File: config.mk
export PLATFORM = sky130hd
export DESIGN_NAME = toggle_event_tx
export DESIGN_NICKNAME = d
export VERILOG_FILES = /design/src/rtl/toggle_link_pkg.sv /design/src/rtl/sat_updown_cnt.sv /design/src/rtl/toggle_event_tx.sv
export SDC_FILE = /design/constraint.sdc
export NUM_CORES = 1
export LEC_CHECK = 0
export CORE_MARGIN = 1
export CORE_UTILIZATION = 54
export CTS_BUF_LIST = sky130_fd_sc_hd__clkbuf_8
export DETAILED_ROUTE_END_ITERATION = 8
export PLACE_DENSITY = 0.79
export SYNTH_ARGS = -nofsm -noshare
export SYNTH_HDL_FRONTEND = slang
export SYNTH_SLANG_ARGS = --single-unit
File: constraint.sdc
create_clock -name clk -period 3.47 [get_ports clk]
set_input_delay 1.041 -clock clk [delete_from_list [all_inputs] [get_ports clk]]
set_output_delay 1.041 -clock clk [all_outputs]
set_load 0.05 [all_outputs]
File: src/rtl/toggle_link_pkg.sv
// Shared types and parameter helpers for the toggle-encoded event link.
// Used by the transmitter top and its saturating pending counter.
package toggle_link_pkg;

    typedef enum logic [0:0] {
        IDLE = 1'b0,
        HOLD = 1'b1
    } tx_state_e;

    localparam int GAP_MIN = 1;

    // Largest value an unsigned counter of the given width can hold.
    function automatic int pend_max(input int cnt_w);
        return (32'sd1 <<< cnt_w) - 32'sd1;
    endfunction

endpackage

File: src/rtl/sat_updown_cnt.sv
// Saturating up/down counter: counts up on inc, down on dec, holds at 0 and at max.
// ovf_stb flags an increment lost at saturation; cnt_nxt exposes the value being loaded.
module sat_updown_cnt
    import toggle_link_pkg::*;
#(
    parameter int W = 4
) (
    input  logic         clk,
    input  logic         rst,
    input  logic         inc,
    input  logic         dec,
    output logic [W-1:0] cnt,
    output logic [W-1:0] cnt_nxt,
    output logic         ovf_stb
);

    localparam logic [W-1:0] MAX_V = W'(pend_max(W));

    logic [W-1:0] cnt_r;
    logic [W-1:0] cnt_nxt_s;
    logic         ovf_stb_s;

    // Next-count decode; inc and dec together cancel, so saturation never drops that event.
    always_comb begin
        cnt_nxt_s = cnt_r;
        ovf_stb_s = 1'b0;
        case ({inc, dec})
            2'b10: begin
                if (cnt_r == MAX_V) begin
                    ovf_stb_s = 1'b1;
                end else begin
                    cnt_nxt_s = cnt_r + W'(1);
                end
            end
            2'b01: begin
                if (cnt_r != {W{1'b0}}) begin
                    cnt_nxt_s = cnt_r - W'(1);
                end else begin
                    cnt_nxt_s = cnt_r;
                end
            end
            default: cnt_nxt_s = cnt_r;
        endcase
    end

    // Count register.
    always_ff @(posedge clk) begin
        if (rst) begin
            cnt_r <= {W{1'b0}};
        end else begin
            cnt_r <= cnt_nxt_s;
        end
    end

    assign cnt     = cnt_r;
    assign cnt_nxt = cnt_nxt_s;
    assign ovf_stb = ovf_stb_s;

endmodule

File: src/rtl/toggle_event_tx.sv
// Toggle-encoded event transmitter: each queued event flips `out` once, with flips
// spaced at least GAP cycles apart so an XOR edge-detecting receiver never merges them.
module toggle_event_tx
    import toggle_link_pkg::*;
#(
    parameter int CNT_W = 4,
    parameter int GAP   = 2
) (
    input  logic             clk,
    input  logic             rst,
    input  logic             evt_in,
    input  logic             ovf_clr,
    output logic             out,
    output logic             busy,
    output logic [CNT_W-1:0] pending,
    output logic             ovf
);

    localparam int PEND_MAX = pend_max(CNT_W);

    if (GAP < GAP_MIN || GAP > PEND_MAX) begin : g_gap_check
        $error("toggle_event_tx: GAP must lie in 1..2^CNT_W-1");
    end

    tx_state_e        state_r;
    tx_state_e        state_nxt_s;
    logic [CNT_W-1:0] gap_r;
    logic [CNT_W-1:0] gap_nxt_s;
    logic [CNT_W-1:0] pending_s;
    logic [CNT_W-1:0] pend_nxt_s;
    logic             flip_s;
    logic             ovf_stb_s;
    logic             out_r;
    logic             ovf_r;
    logic             busy_r;

    // Flip only from IDLE with something queued, so pending never underflows.
    assign flip_s = (state_r == IDLE) && (pending_s != {CNT_W{1'b0}});

    sat_updown_cnt #(
        .W (CNT_W)
    ) u_pend_cnt (
        .clk     (clk),
        .rst     (rst),
        .inc     (evt_in),
        .dec     (flip_s),
        .cnt     (pending_s),
        .cnt_nxt (pend_nxt_s),
        .ovf_stb (ovf_stb_s)
    );

    // Spacing FSM: a flip loads GAP-1 and HOLD counts it down to IDLE.
    always_comb begin
        state_nxt_s = state_r;
        gap_nxt_s   = gap_r;
        case (state_r)
            IDLE: begin
                if (flip_s) begin
                    gap_nxt_s   = CNT_W'(GAP - 1);
                    state_nxt_s = (GAP > 1) ? HOLD : IDLE;
                end else begin
                    gap_nxt_s   = {CNT_W{1'b0}};
                    state_nxt_s = IDLE;
                end
            end
            HOLD: begin
                if (gap_r > CNT_W'(1)) begin
                    gap_nxt_s   = gap_r - CNT_W'(1);
                    state_nxt_s = HOLD;
                end else begin
                    gap_nxt_s   = {CNT_W{1'b0}};
                    state_nxt_s = IDLE;
                end
            end
            default: begin
                gap_nxt_s   = {CNT_W{1'b0}};
                state_nxt_s = IDLE;
            end
        endcase
    end

    // State, link level, sticky overflow and busy registers; a new overflow beats ovf_clr.
    always_ff @(posedge clk) begin
        if (rst) begin
            state_r <= IDLE;
            gap_r   <= {CNT_W{1'b0}};
            out_r   <= 1'b0;
            ovf_r   <= 1'b0;
            busy_r  <= 1'b0;
        end else begin
            state_r <= state_nxt_s;
            gap_r   <= gap_nxt_s;
            out_r   <= flip_s ? ~out_r : out_r;
            if (ovf_stb_s) begin
                ovf_r <= 1'b1;
            end else if (ovf_clr) begin
                ovf_r <= 1'b0;
            end else begin
                ovf_r <= ovf_r;
            end
            busy_r  <= (pend_nxt_s != {CNT_W{1'b0}}) || (gap_nxt_s != {CNT_W{1'b0}});
        end
    end

    assign out     = out_r;
    assign busy    = busy_r;
    assign pending = pending_s;
    assign ovf     = ovf_r;

endmodule
==> impl_metrics.ini, run 1 <==
[place]
io_buffers = 10
gp_congestion = 0.782
hpwl_um = 1050
post-place-cells = 108

[route]
drc = 0
drt_pre_antenna_iters = 4
dr.first_iter.drc_count = 14
avgViaCountPerCell = 5.70
routed-via-count = 638
wl_um = 1440
wl_per_cell_um = 12.9
postRouteAntennaNets = 0

[floorplanning]
placementRows = 13
die_y_um = 39.2
ios = 11
dieArea_um2 = 1540
start_util_pct = 57.4
core-area_um2 = 1300
die_width_um = 39.2

[clock_network]
root_buffer = clkbuf_8
cts_buffers = 3
cts_tree = done
ctsHoldBuffers = 0
clockBufferDepth = 2
clock-sinks = 12
path_clk_slew_ns = 0.05
cts_resized = 0
h-tree-depth = 1
clock_latency_ns = 0.24
post_cts_buffers = 0

[sta]
setup_viol = 0
finalSetupTns_ns = 0
period_share_pct = 83.0
finClkSkew_ns = 0.00268
hold_viol = 0
fmax_ghz = 0.347
slew_headroom_pct = 53.3
tightest_slew_ns = 0.694
post-route-min-period_ns = 2.88
slew_viol_final = 0
rsz0062_at_grt = no

[worst_setup_path]
r2r_start = u_pend_cnt.cnt[0]
cp_cell_sequence = inv_1, ha_1, nor3b_2, or2_1, inv_2, ha_1, or3b_1, mux2i_1, o32ai_1, and4b_1, a41oi_1
cp_slowest_cell = dfxtp_1
cp_max_fo = 10
critical-path-top-delay-family = simple AND/OR/NAND/NOR gates
cp-start-kind = flop
cp.required_ns = 3.58
cpMostUsedCell = ha_1
max_stage_delay_ns = 0.52
critPathArrivalTime_ns = 2.99
worstSetupEndpointType = flop
worstSetupPathType = flop to flop
worstSetupStartpoint = u_pend_cnt.cnt[0]
critPathBufInv = 2

[yosys]
yosysTopAreaCellShare_pct = 32.2
muxShareOfSynthArea_pct = 4.19
synth-compound-area-share_pct = 13.6
synthSimpleGateAreaFrac_pct = 28.0
yosysTopAreaCell = dfxtp_1
synth_warnings = 0
ys_seq_elements = 12
synth.avg_cell_area_um2 = 8.59
synth_cell_types = 35
syn-instance-count = 87
synthAdderAreaFrac_pct = 10.1
synth_area_um2 = 747
yosys-top-cells-area = dfxtp_1 (32%), ha_1 (10%), nor2_1 (6.5%), buf_6 (4.5%), nor3_1 (4.0%)
syn_nets = 97
synth_seq_area_share_pct = 32.2
synth-xor-area-share_pct = 3.52
synth_top_family_by_area = simple AND/OR/NAND/NOR gates

[final_layout]
antenna_cells = 0
drive_gt1_share_pct = 9.28
num-nets-final = 108
stdcell_count = 112
fillers = 104
syn2layout_area_growth_pct = 18.3
seq_area_um2 = 240
multiInputGateArea_um2 = 443

[worst_hold_path]
min_from = ovf
hold_class = flop to flop

[global_routing]
grt_pass1_wl_um = 2360
antenna_found_initial = 0
grt_use_total_pct = 23.5
overflow = 0
grt_pass1_vias = 536
grt_max_degree = 14

[job]
max-cap-violations = 0

[power_and_ir_drop]
power.density_nw_per_um2 = 726
leakage_uw = 0.000341
ir_worst_vdd_mv = 0.617

[run_status]
status = finished clean
## report_power, final
part | switching [uW] | leakage (uW) | internal [uW]
Clock | 51.8 | 0.0000288 | 100
Combinational | 177 | 0.000215 | 125
Sequential | 26.7 | 0.0000974 | 161
## sequential cells by signal, summed over array words and instances (netlist names)
| name | count |
|---|---|
| state_r | 1 |
| gap_r | 4 |
| busy | 1 |
| ovf | 1 |
| u_pend_cnt.cnt | 4 |
| out | 1 |
## through the flow
stage	worst slack, ns	total power [uW]	hold slack [ns]	instance area (um2)	utilization [%]
after floorplan	0.498	433	0.528	747	-
after global placement	0.414	486	0.461	828	63.7
after detailed placement	0.378	491	0.467	828	63.7
after CTS	0.580	645	0.491	883	67.9
after global routing	0.403	682	0.516	883	67.9
final	0.592	641	0.485	883	67.9
## cells in the mapped netlist (all sizes together)
master	count
nand2b	2
mux2i	2
or2	1
inv	7
nor2b	2
o32ai	1
o22ai	1
a22oi	1
a41oi	1
nand3	3
nor3b	2
o21ai	1
o31ai	1
a21oi	3
xnor2	2
nor2	13
nand2	3
clkbuf	1
o311ai	1
a2bb2oi	1
nand4	1
nand3b	1
mux2	1
xor2	1
nor3	7
dfxtp	12
buf	3
ha	6
a31oi	4
and4b	1
or3b	1
## cell families after synthesis
| logic type | after synthesis |
|---|---|
| DFF | 12 |
| AOI/OAI and AO/OA | 15 |
| buffers and inverters | 11 |
| xor gates and xnor gates | 3 |
| and+or+nand+nor | 37 |
| adders and majority gates | 6 |
| muxes | 3 |
## area by class of cell
| cell class | count | share of cell area [%] |
|---|---|---|
| Inverter | 7 | 2.97 |
| Clock buffer | 4 | 6.23 |
| Sequential cell | 12 | 27.2 |
| Multi-Input combinational cell | 64 | 50.1 |
| Tap cell | 15 | 2.12 |
| Timing Repair Buffer | 10 | 11.3 |
## layer usage
layer	part of all wire [%]	vias to the layer above	GRT usage, %	wire [um]
li1	-	322	-	-
met1	45	287	25.7	644
met2	47	22	38.8	677
met3	5.5	7	8.09	79
met4	2.8	0	13.8	40
met5	0	-	0	0
## cells in the final DEF (no fill, tap or decap), types with 2 or more instances in the layout
cell              n
dfxtp_1          12
nor3_1            6
nand2b_1          2
nor2_1           13
nand3_2           2
a31oi_1           4
ha_1              6
mux2i_1           2
inv_1             6
nand2_1           3
nor2b_1           2
clkdlybuf4s50_1  10
a21oi_1           3
clkbuf_8          4
xnor2_1           2
## worst min-delay path, stage by stage (launching register included)
cell and delay, ns:
dfxtp_1 0.31, nand2b_1 0.07, a21oi_1 0.06
## worst paths after layout
check         end  slack, ns  cells after the start
min reg2reg   ovf       0.49                      2
max          busy       0.59                     11
max reg2reg  busy       0.59                     11
min           ovf       0.49                      2
(Power assumes the default switching activity.)
==> run 2, diff against run 1 <==
--- a/config.mk
+++ b/config.mk
@@ -6,10 +6,10 @@
 export NUM_CORES = 1
 export LEC_CHECK = 0
 export CORE_MARGIN = 1
-export CORE_UTILIZATION = 54
+export CORE_UTILIZATION = 49
 export CTS_BUF_LIST = sky130_fd_sc_hd__clkbuf_8
 export DETAILED_ROUTE_END_ITERATION = 8
-export PLACE_DENSITY = 0.79
+export PLACE_DENSITY = 0.76
 export SYNTH_ARGS = -nofsm -noshare
 export SYNTH_HDL_FRONTEND = slang
 export SYNTH_SLANG_ARGS = --single-unit
==> constraint.sdc (replaced) <==
create_clock -name clk -period 2.57 [get_ports clk]
set_input_delay 0.771 -clock clk [delete_from_list [all_inputs] [get_ports clk]]
set_output_delay 0.771 -clock clk [all_outputs]
set_load 0.05 [all_outputs]
==> run 2 against run 1 <==
  * Clock power up 13%
  * Power up 48%
  * Sequential cell count unchanged
  * Die area up 9.7%
  * Sequential power up 31%
  * Via count up 2.5%
  * Final area up 8.8%
  * Critical path depth down 3
  * First-iteration DRC count up 36%
  * Clock-buffer cell count down 1
  * Routed wire length up 7.0%
==> impl_metrics.ini, run 2 (synthesis results as in run 1) <==
[run_status]
status = finished clean

[sta]
tightest_slew_ns = 0.725
rsz0062_at_grt = no
fmax_ghz = 0.412
hold_viol = 0
slew_viol_final = 0
layout_setup_ws_ns = 0.146
finClkSkew_ns = 0.00505
post-route-min-period_ns = 2.42
setup_viol = 0
period_share_pct = 94.3
slew_headroom_pct = 51.3

[worst_setup_path]
r2r_start = u_pend_cnt.cnt[1]
r2r_cells = 11
critical-path-top-delay-family = simple AND/OR/NAND/NOR gates
cp_slowest_cell = clkdlybuf4s50_1
max_stage_delay_ns = 0.48
worstSetupPathType = primary input to flop
critPathBufInv = 2
critPathArrivalTime_ns = 2.53
r2r_slack_ns = 0.17
cp_max_fo = 5
cp-start-kind = primary input
cp.required_ns = 2.67
r2r_end = busy
worstSetupEndpointType = flop
cp_cell_sequence = clkdlybuf4s50_1, inv_1, ha_4, or3b_1, mux2i_1, o32ai_1, and4b_1, a41oi_1

[global_routing]
overflow = 0
grt_use_total_pct = 22.0
grt_pass1_vias = 534
antenna_found_initial = 0
grt_max_degree = 14
grt_pass1_wl_um = 2370

[clock_network]
ctsHoldBuffers = 0
post_cts_buffers = 0
cts_tree = done
clockBufferDepth = 2
path_clk_slew_ns = 0.05
h-tree-depth = 1
clock-sinks = 12
cts_buffers = 3
root_buffer = clkbuf_8
clock_latency_ns = 0.24

[power_and_ir_drop]
ir_worst_vdd_mv = 0.492
p_sw_uw = 369
switching_share_pct = 39.0
pwr-share-seq_pct = 26.0
leakage_uw = 0.000370
clkPwrFrac_pct = 18.0
total_power_uw = 948
power.density_nw_per_um2 = 986
p_int_uw = 578
p_comb_share_pct = 55.9

[worst_hold_path]
hold_path_depth = 2
min_from = ovf
min_to = ovf
hold_class = flop to flop

[floorplanning]
start_util_pct = 54.7
ios = 11
placementRows = 13
core-area_um2 = 1370
die_y_um = 41.0
dieArea_um2 = 1680
die_width_um = 41.0

[route]
wl_um = 1540
wl_per_cell_um = 13.1
drt_pre_antenna_iters = 4
postRouteAntennaNets = 0
avgViaCountPerCell = 5.54
routed-via-count = 654
drc = 0
dr.first_iter.drc_count = 19

[job]
max-cap-violations = 0

[final_layout]
final_cell_mix = nor2_1 (13), clkdlybuf4s50_1 (10), dfxtp_1 (8)
fillers = 117
layout_commonest_cell = nor2_1
num-nets-final = 114
syn2layout_area_growth_pct = 28.6
antenna_cells = 0
drive_gt1_share_pct = 23.3

[place]
gp_congestion = 0.855
post-place-ws_ns = -0.175
hpwl_um = 1140
io_buffers = 10
==> run 2: repair_timing <==
action                                  CTS  global route
endpoints found under the hold margin     0             0
endpoints found under the setup margin    0             1
resized for setup                         0             3
==> run 2: cell type report <==
type / instances / area [um2] / share of cell area (%)
Inverter: 7 / 26.3 / 2.73
Timing Repair Buffer: 16 / 145 / 15.1
Clock buffer: 3 / 41.3 / 4.30
Clock inverter: 1 / 3.75 / 0.391
Sequential cell: 12 / 250 / 26.0
Multi-Input combinational cell: 64 / 475 / 49.5
Tap cell: 15 / 18.8 / 1.95
==> run 2: layer usage <==
layer / track usage [%] / part of all wire [%] / routed length [um] / vias up
met1: 29.4 / 50 / 764 / 292
met3: 8.15 / 4.5 / 70 / 2
met2: 33.2 / 45 / 701 / 20
li1: - / - / - / 340
met4: 5.00 / 0.39 / 6 / 0
met5: 0 / 0 / 0 / -
==> run 2: worst max-delay path by stage <==
stage	endpoint	slack, ns	cells past startpoint	start
3_5_place_dp	busy	-0.17	8	evt_in
6_report	busy	0.15	8	evt_in
3_3_place_gp	busy	-0.11	8	evt_in
2_1_floorplan	busy	0.01	12	u_pend_cnt.cnt[0]
4_1_cts	busy	0.07	8	evt_in
5_1_grt	busy	0.06	11	u_pend_cnt.cnt[1]
==> run 2: power groups by stage <==
stage	logic [uW]	registers (uW)	clock network, uW
after floorplan	277	326	0
after CTS	498	246	176
after global placement	486	250	0
after detailed placement	494	249	0
after global routing	583	253	184
final	530	247	171
==> run 2: worst min-delay path, delay by kind of cell, from the launching register on <==
family,cells,cell delay [ns]
DFF,1,0.31
and+or+nand+nor,1,0.06
AOI/OAI and AO/OA,1,0.06
==> run 2: through the flow <==
| stage | setup TNS, ns | utilization, % | hold WS [ns] | cell area [um2] | cells |
|---|---|---|---|---|---|
| finish | 0 | 70.3 | 0.484 | 961 | 118 |
| global route | 0 | 70.3 | 0.489 | 961 | 118 |
| CTS | 0 | 68.9 | 0.483 | 941 | 118 |
| detailed placement | -0.175 | 65.6 | 0.472 | 896 | 114 |
| global placement | -0.107 | 65.6 | 0.462 | 896 | 114 |
| floorplan | 0 | - | 0.528 | 769 | 87 |
==> run 3, diff against run 2 <==
--- a/config.mk
+++ b/config.mk
@@ -10,6 +10,7 @@
 export CTS_BUF_LIST = sky130_fd_sc_hd__clkbuf_8
 export DETAILED_ROUTE_END_ITERATION = 8
 export PLACE_DENSITY = 0.76
+export SKIP_LAST_GASP = 1
 export SYNTH_ARGS = -nofsm -noshare
 export SYNTH_HDL_FRONTEND = slang
 export SYNTH_SLANG_ARGS = --single-unit
==> results of run 3 <==
Final layout, timing and power as in run 2 (identical DEF).
